--- src/rtl/lsu_pkg.sv ---
// Shared types and constants for the load/store unit data-memory path.
// Sizes, FSM states and the alignment rule live here so both files agree.
package lsu_pkg;

    localparam int DATA_W    = 32;
    localparam int MEM_DEPTH = 1024;
    localparam int ADDR_W    = $clog2(MEM_DEPTH);

    typedef enum logic [1:0] {
        SZ_BYTE = 2'b00,
        SZ_HALF = 2'b01,
        SZ_WORD = 2'b10,
        SZ_BAD  = 2'b11
    } size_e;

    typedef enum logic [2:0] {
        IDLE = 3'd0,
        RD   = 3'd1,
        MRG  = 3'd2,
        WR   = 3'd3,
        RSP  = 3'd4
    } state_e;

    function automatic logic is_misaligned(
        input logic [1:0] size,
        input logic [1:0] off
    );
        return (size == SZ_BAD)
            || (size == SZ_HALF && off[0])
            || (size == SZ_WORD && off != 2'b00);
    endfunction

endpackage

--- src/rtl/lsu_lane_align.sv ---
// Byte/half lane handling: load extraction with sign/zero extension and
// store merge of a sub-word into the word read back from memory.
module lsu_lane_align
    import lsu_pkg::*;
(
    input  logic [1:0]        size,
    input  logic              uns,
    input  logic [1:0]        off,
    input  logic [DATA_W-1:0] rdata,
    input  logic [DATA_W-1:0] wdata,
    output logic [DATA_W-1:0] ld_data,
    output logic [DATA_W-1:0] st_data
);

    logic [7:0]  byte_v;
    logic [15:0] half_v;

    always_comb begin
        byte_v  = rdata[{off, 3'b000} +: 8];
        half_v  = off[1] ? rdata[31:16] : rdata[15:0];
        ld_data = rdata;
        st_data = rdata;
        unique case (size)
            SZ_BYTE: begin
                ld_data = {{24{~uns & byte_v[7]}}, byte_v};
                st_data[{off, 3'b000} +: 8] = wdata[7:0];
            end
            SZ_HALF: begin
                ld_data = {{16{~uns & half_v[15]}}, half_v};
                if (off[1]) begin
                    st_data[31:16] = wdata[15:0];
                end else begin
                    st_data[15:0] = wdata[15:0];
                end
            end
            SZ_WORD: begin
                ld_data = rdata;
                st_data = wdata;
            end
            default: begin
                ld_data = rdata;
                st_data = rdata;
            end
        endcase
    end

endmodule

--- src/rtl/lsu_dmem_ctrl.sv ---
// Load/store controller in front of a synchronous-read word DMEM.
// Sub-word stores are done as read-modify-write of the containing word.
module lsu_dmem_ctrl #(
    parameter  int DATA_W    = 32,
    parameter  int MEM_DEPTH = 1024,
    localparam int ADDR_W    = $clog2(MEM_DEPTH)
) (
    input  logic              clock,
    input  logic              rst_n,
    input  logic              req_valid,
    output logic              req_ready,
    input  logic              req_we,
    input  logic [1:0]        req_size,
    input  logic              req_unsigned,
    input  logic [31:0]       req_addr,
    input  logic [DATA_W-1:0] req_wdata,
    output logic              rsp_valid,
    output logic [DATA_W-1:0] rsp_rdata,
    output logic              rsp_misaligned,
    output logic              wren,
    output logic [ADDR_W-1:0] address,
    output logic [DATA_W-1:0] data_in,
    input  logic [DATA_W-1:0] data_out
);

    import lsu_pkg::*;

    state_e              state_q, state_d;
    logic                we_q, we_d;
    logic [1:0]          size_q, size_d;
    logic                uns_q, uns_d;
    logic [ADDR_W+1:0]   addr_q, addr_d;
    logic [DATA_W-1:0]   wdata_q, wdata_d;
    logic                mis_q, mis_d;
    logic [DATA_W-1:0]   mdata_q, mdata_d;

    logic                accept;
    logic                mis_req;
    logic [DATA_W-1:0]   ld_data;
    logic [DATA_W-1:0]   st_data;
    logic                addr_unused;

    // Upper address bits wrap the 4 KiB window and are deliberately dropped.
    assign addr_unused = ^req_addr[31:ADDR_W+2];
    assign accept      = req_valid && (state_q == IDLE);
    assign mis_req     = is_misaligned(req_size, req_addr[1:0]);

    lsu_lane_align u_align (
        .size    (size_q),
        .uns     (uns_q),
        .off     (addr_q[1:0]),
        .rdata   (data_out),
        .wdata   (wdata_q),
        .ld_data (ld_data),
        .st_data (st_data)
    );

    always_ff @(posedge clock or negedge rst_n) begin
        if (!rst_n) begin
            state_q <= IDLE;
        end else begin
            state_q <= state_d;
        end
    end

    always_comb begin
        state_d = state_q;
        unique case (state_q)
            IDLE: begin
                if (req_valid) begin
                    if (mis_req) begin
                        state_d = RSP;
                    end else if (req_we && req_size == SZ_WORD) begin
                        state_d = WR;
                    end else begin
                        state_d = RD;
                    end
                end
            end
            RD:      state_d = MRG;
            MRG:     state_d = we_q ? WR : RSP;
            WR:      state_d = RSP;
            RSP:     state_d = IDLE;
            default: state_d = IDLE;
        endcase
    end

    always_ff @(posedge clock or negedge rst_n) begin
        if (!rst_n) begin
            we_q    <= 1'b0;
            size_q  <= 2'b00;
            uns_q   <= 1'b0;
            addr_q  <= '0;
            wdata_q <= '0;
            mis_q   <= 1'b0;
            mdata_q <= '0;
        end else begin
            we_q    <= we_d;
            size_q  <= size_d;
            uns_q   <= uns_d;
            addr_q  <= addr_d;
            wdata_q <= wdata_d;
            mis_q   <= mis_d;
            mdata_q <= mdata_d;
        end
    end

    always_comb begin
        we_d    = we_q;
        size_d  = size_q;
        uns_d   = uns_q;
        addr_d  = addr_q;
        wdata_d = wdata_q;
        mis_d   = mis_q;
        mdata_d = mdata_q;
        if (accept) begin
            we_d    = req_we;
            size_d  = req_size;
            uns_d   = req_unsigned;
            addr_d  = req_addr[ADDR_W+1:0];
            wdata_d = req_wdata;
            mis_d   = mis_req;
            mdata_d = '0;
        end else if (state_q == MRG) begin
            mdata_d = we_q ? st_data : ld_data;
        end
    end

    always_comb begin
        req_ready      = (state_q == IDLE);
        rsp_valid      = (state_q == RSP);
        rsp_misaligned = (state_q == RSP) && mis_q;
        rsp_rdata      = '0;
        if (state_q == RSP && !we_q && !mis_q) begin
            rsp_rdata = mdata_q;
        end
        wren    = (state_q == WR);
        address = addr_q[ADDR_W+1:2];
        data_in = '0;
        if (state_q == WR) begin
            data_in = (size_q == SZ_WORD) ? wdata_q : mdata_q;
        end
    end

endmodule

--- config.mk ---
export PLATFORM = sky130hd
export DESIGN_NAME = lsu_dmem_ctrl
export DESIGN_NICKNAME = d
export VERILOG_FILES = /design/src/rtl/lsu_pkg.sv /design/src/rtl/lsu_lane_align.sv /design/src/rtl/lsu_dmem_ctrl.sv
export SDC_FILE = /design/constraint.sdc
export NUM_CORES = 1
export LEC_CHECK = 0
export BUFFER_PORTS_ARGS = -buffer_cell sky130_fd_sc_hd__buf_4
export CORE_MARGIN = 3
export CORE_UTILIZATION = 53
export CTS_BUF_LIST = sky130_fd_sc_hd__clkbuf_16
export DETAILED_ROUTE_END_ITERATION = 8
export PLACE_DENSITY = 0.78
export SLEW_MARGIN = 20
export SYNTH_ARGS = -nofsm -noshare
export SYNTH_HDL_FRONTEND = slang
export SYNTH_SLANG_ARGS = --single-unit
--- constraint.sdc ---
create_clock -name clock -period 5 [get_ports clock]
set_input_delay 0.5 -clock clock [delete_from_list [all_inputs] [get_ports clock]]
set_output_delay 0.5 -clock clock [all_outputs]
set_load 0.02 [all_outputs]
Yosys cells after proc, flatten, opt, wreduce, memory -nomap -nowiden
Index checks and enable logic that the tools add are counted.
- equality and inequality tests: 10
- mux-type cells: 17
- add/sub/neg operators: 1
- shifts and indexed selects: 3
- bitwise logic cells: 3
- reduce and logical (&&, ||, !) cells: 15
- operators with widths (kind ; number):
    two-way mux 32 bit ; 6
    one-hot mux 32 bit (3 select lines) ; 1
    one-hot mux 32 bit (2 select lines) ; 1
    two-way mux 16 bit ; 3
    bitwise mux 32 bit ; 1
    variable shift 8 x 7 -> 32 bit, first input constant ; 1
    indexed part select 32 x 6 -> 8 bit ; 1
    indexed part select 8 x 7 -> 32 bit ; 1
    one-hot mux 3 bit (4 select lines) ; 1
    two-way mux 3 bit ; 3
    logical AND 1 bit ; 7
    negation 5 -> 7 bit ; 1
    == test 2 bit, second input constant ; 3
    == test 3 x 2 -> 1 bit, second input constant ; 2
    == test 2 x 1 -> 1 bit, second input constant ; 2
    nonzero test 2 bit ; 2
    == test 3 x 1 -> 1 bit, second input constant ; 1
    == test 3 bit, second input constant ; 1
    logical NOT 3 bit ; 1
    bitwise AND 1 bit ; 2
    logical NOT 1 bit ; 2
    logical NOT 2 bit ; 1
    logical OR 1 bit ; 2
    two-way mux 2 bit ; 1
    2 further kinds ; 2
- register bits: 84
- output and inout port bits: 78

Longest topological paths before layout
- depth after elaboration: 7
- mapped depth: 9

Modules after synthesis
Synthesis repeated with hierarchy kept, for this count alone.
- cells, all modules: 793
- area total of the unflattened synthesis: 6308.6 sq um
- by module, submodules not included (module ; sequential area each (sq um) ; area an instance (sq um) ; instances ; cells each):
    lsu_dmem_ctrl ; 2102.0 ; 4367.9 ; 1 ; 531
    lsu_lane_align ; 0.0 ; 1940.6 ; 1 ; 262

Least setup slack after synthesis
OpenSTA, ideal clock, no wires.
- path type: register -> output
- start point: register size_q[0]
- end point: output port data_in[2]
- arrival: 1.790 ns
- path slack: 2.710 ns
- required time: 4.500 ns
- stages on the path, launching flop included: 8
- cells stage by stage: dfrtp_1 buf_2 buf_2 buf_4 nor2_1 clkbuf_1 nand2_1 a21oi_1
- longest elaborated chain between the ends: 3
- RTL lines (item ; RTL line ; source):
    start: declaration ; lsu_dmem_ctrl.sv:30 ; logic [1:0] size_q, size_d;
    start signal: assignment ; lsu_dmem_ctrl.sv:99 ; size_q <= size_d;
    == test 2 bit ; lsu_dmem_ctrl.sv:141 ; data_in = (size_q == SZ_WORD) ? wdata_q : mdata_q;
    two-way mux 32 bit ; lsu_dmem_ctrl.sv:141 ;
    two-way mux 32 bit ; lsu_dmem_ctrl.sv:140 ; if (state_q == WR) begin
    end: declaration ; lsu_dmem_ctrl.sv:22 ; output logic [DATA_W-1:0] data_in,
Every way passes these cells.

Worst setup path after layout
- start point: register addr_q[1]
- end point: register mdata_q[19]
- longest elaborated chain between the ends: 7
- elaborated cells between the ends (all ways): 14
- those cells by class: add/sub: 1; shift: 3; mux: 8; bitwise: 2
- RTL lines (item ; RTL line ; source):
    start: declaration ; lsu_dmem_ctrl.sv:32 ; logic [ADDR_W+1:0] addr_q, addr_d;
    start signal: assignment ; lsu_dmem_ctrl.sv:101 ; addr_q <= addr_d;
    negation 5 -> 7 bit ; lsu_lane_align.sv:26 ; st_data[{off, 3'b000} +: 8] = wdata[7:0];
    indexed part select 8 x 7 -> 32 bit or variable shift 8 x 7 -> 32 bit (tied branches) ; lsu_lane_align.sv:26 ;
    bitwise mux 32 bit ; lsu_lane_align.sv:26 ;
    one-hot mux 32 bit (3 select lines) ; lsu_lane_align.sv:23 ; unique case (size)
    two-way mux 32 bit (*) ; lsu_dmem_ctrl.sv:125 ; mdata_d = we_q ? st_data : ld_data;
    two-way mux 32 bit (*) ; lsu_dmem_ctrl.sv:124 ; end else if (state_q == MRG) begin
    two-way mux 32 bit (*) ; lsu_dmem_ctrl.sv:116 ; if (accept) begin
    end signal: assignment ; lsu_dmem_ctrl.sv:104 ; mdata_q <= mdata_d;
    end: declaration ; lsu_dmem_ctrl.sv:35 ; logic [DATA_W-1:0] mdata_q, mdata_d;
Every way passes the cells marked *; elsewhere a longest branch is shown, timed or not. The select of a mux whose other input is x is not followed.
A chain may end at the register's enable or synchronous reset.

==> impl_metrics.py <==
metrics = {
    "outcome": {
        "status": "finished clean",
    },
    "critical_path": {
        "cp-start-kind": "flip-flop",
        "crit_path_end_kind": "flip-flop",
        "regToRegSetupSlack_ns": 1.75,
        "reg2reg_from": "addr_q[1]",
        "cp_cell_sequence": "inv_2 > ha_1 > nor2b_1 > nand2_1 > nor3_1 > a22oi_1 > o221ai_1",
        "worst-endpoint-required_ns": 5.25,
        "cp.buffers_inverters": 1,
        "worst_ep_arrival_time_ns": 3.50,
        "crit_family": "simple AND/OR/NAND/NOR gates",
        "slowest_stage": "dfrtp_1",
        "crit_type": "reg -> reg",
        "critPathMaxStageDelay_ns": 0.85,
        "r2r_cells": 7,
        "critPathMaxFanout": 18,
        "r2r_end": "mdata_q[19]",
    },
    "timing": {
        "fin_tns_setup_ns": 0,
        "setup_viol": 0,
        "hold_viol": 0,
        "tightest_slew_ns": 1.14,
        "clock.fmax_mhz": 308,
        "slew_headroom": 0.240,
        "finalCritPeriodShare": 0.650,
        "worst_slack_ns": 1.75,
        "fin_worst_skew_ns": 0.0101,
        "hold_ws_ns": 0.114,
        "maxSlewViolCount": 0,
        "min_period_ns": 3.25,
        "rsz0062_at_grt": "no",
    },
    "route": {
        "viasPerCell": 6.43,
        "vias": 6917,
        "drc": 0,
        "ant_nets": 0,
        "dr.pass1.iters": 5,
        "post_drt_wl_per_cell_um": 21.8,
        "drt_iter0_markers": 748,
        "wirelength_um": 23500,
    },
    "finish": {
        "regArea_um2": 2100,
        "num-fill-cells": 1005,
        "multi_input_area_um2": 3880,
        "drive_gt1_frac": 0.247,
        "diodes": 0,
        "nets": 1036,
        "area_growth_pct": 21.7,
        "final_cells": 1075,
    },
    "synthesis": {
        "syn-num-nets": 936,
        "async_reset_ff_frac": 1.00,
        "synthFlopType": "dfrtp_1",
        "synth_seq_area_share": 0.329,
        "synthCells": 828,
        "synth_area_per_cell_um2": 7.71,
        "yosys_warnings": 0,
        "netlist-cell-type-count": 61,
        "synth-edff-count": 0,
        "synth.ff_latch_count": 84,
        "syn_area_um2": 6380,
    },
    "flow_run": {
        "drv_cap": 0,
    },
    "power_and_ir_drop": {
        "power_density_nw_per_um2": 605,
        "vdd_drop_max_uv": 448,
        "p_leak_nw": 3.55,
    },
    "cts": {
        "cts-resized-gates": 0,
        "clk_latency_ns": 0.35,
        "cts_buffer_depth": 2,
        "cts_buffers": 9,
        "clock_sinks": 84,
        "root_buffer": "clkbuf_16",
        "clk_pin_slew_ns": 0.07,
        "cts_hold_buf": 0,
        "cts_tree": "done",
        "post_cts_buffers": 0,
        "cts_htree_levels": 3,
    },
    "placement": {
        "placed_cells": 1060,
        "port_buffers": 160,
        "place.gp.congestion": 0.950,
        "post-place-ws_ns": 1.87,
        "dp_hpwl_um": 16300,
    },
    "global_route": {
        "track_usage": 0.347,
        "grt_max_degree": 52,
        "grt_pass1_wl_um": 36000,
        "grt_overflow": 0,
        "antenna_found_initial": 0,
        "grt_pass1_vias": 6576,
    },
    "die": {
        "initial_core_util": 0.549,
        "die_x_um": 116,
        "fp.dieArea_um2": 13400,
        "rows": 39,
        "dieHeight_um": 116,
        "core-area_um2": 11600,
        "io-pin-count": 181,
    },
    "hold_path": {
        "worstHoldPathType": "in -> async",
    },
}
## cell families (layout without fill, tap and decap cells)
group / Yosys count / in the layout / synth area share
buf+inv: 91 / 195 / 0.0692
mux: 48 / 48 / 0.0859
fa+ha+maj: 5 / 5 / 0.00980
compound gates: 232 / 232 / 0.254
flops: 84 / 84 / 0.329
simple gates: 368 / 368 / 0.252
## area by class of cell
| class | instances | share of cell area |
|---|---|---|
| clock buffers | 9 | 0.0290 |
| clock inverters | 6 | 0.00741 |
| inverters | 8 | 0.00387 |
| multi-input cells | 653 | 0.499 |
| flip-flops and latches | 84 | 0.271 |
| well taps | 143 | 0.0230 |
| repair buffers | 172 | 0.166 |
## power by group
part	leakage (nW)	switching [mW]	internal, mW
combinational	2.34	1.56	0.988
clock	0.138	0.284	0.381
sequential	1.08	0.512	0.975
## state kept, by name, summed over array words and instances, names as in the netlist
signal and cells:
addr_q 12, mdata_q 32, mis_q 1, size_q 2
state_q 3, uns_q 1, wdata_q 32, we_q 1
## per-layer routing
metal | part of all wire | track usage
met1 | 0.40 | 0.472
met2 | 0.46 | 0.540
met3 | 0.11 | 0.0715
met4 | 0.036 | 0.152
met5 | 0 | 0
## how the worst max path moves through the flow
stage / startpoint / endpoint / slack (ns) / depth (start not counted)
5_1_grt: addr_q[1] / mdata_q[20] / 1.57 / 7
2_1_floorplan: size_q[0] / data_in[2] / 2.71 / 7
4_1_cts: state_q[1] / rsp_rdata[9] / 1.81 / 6
3_3_place_gp: addr_q[1] / mdata_q[15] / 1.84 / 7
3_5_place_dp: addr_q[1] / mdata_q[19] / 1.87 / 7
6_report: addr_q[1] / mdata_q[19] / 1.75 / 7
## placed cells by master, fill, tap and decap left out, drive strengths merged, types with 11 or more instances in the layout
| cell | Yosys | final |
|---|---|---|
| dfrtp | 84 | 84 |
| a221oi | 16 | 16 |
| mux2i | 21 | 21 |
| a21oi | 73 | 73 |
| a22oi | 18 | 18 |
| and2 | 36 | 36 |
| o211ai | 16 | 16 |
| o21ai | 31 | 31 |
| nand2 | 238 | 238 |
| o221ai | 11 | 11 |
| mux2 | 24 | 24 |
| nor2 | 48 | 48 |
| buf | 38 | 172 |
## metrics by stage
stage	total power [mW]	area [um^2]	util
global route	4.99	7760	0.669
detailed placement	3.96	7470	0.643
global placement	3.86	7470	0.643
CTS	4.63	7750	0.668
floorplan	3.23	6380	-
finish	4.70	7760	0.669
## synth_stat cells, types with 10 or more instances
library cell,instances,area [um^2]
dfrtp_1,84,2100
a22oi_1,18,135
mux2i_1,21,210
o21ai_0,21,105
o211ai_1,16,120
mux2_2,23,259
a21oi_1,73,365
nand2_1,238,893
clkbuf_1,45,169
o221ai_1,11,96.3
a22o_1,10,87.6
and2_1,36,225
buf_2,17,85.1
nor2_1,47,176
a221oi_1,16,140
buf_4,15,113
No activity file was read; power rests on OpenSTA's default activity.
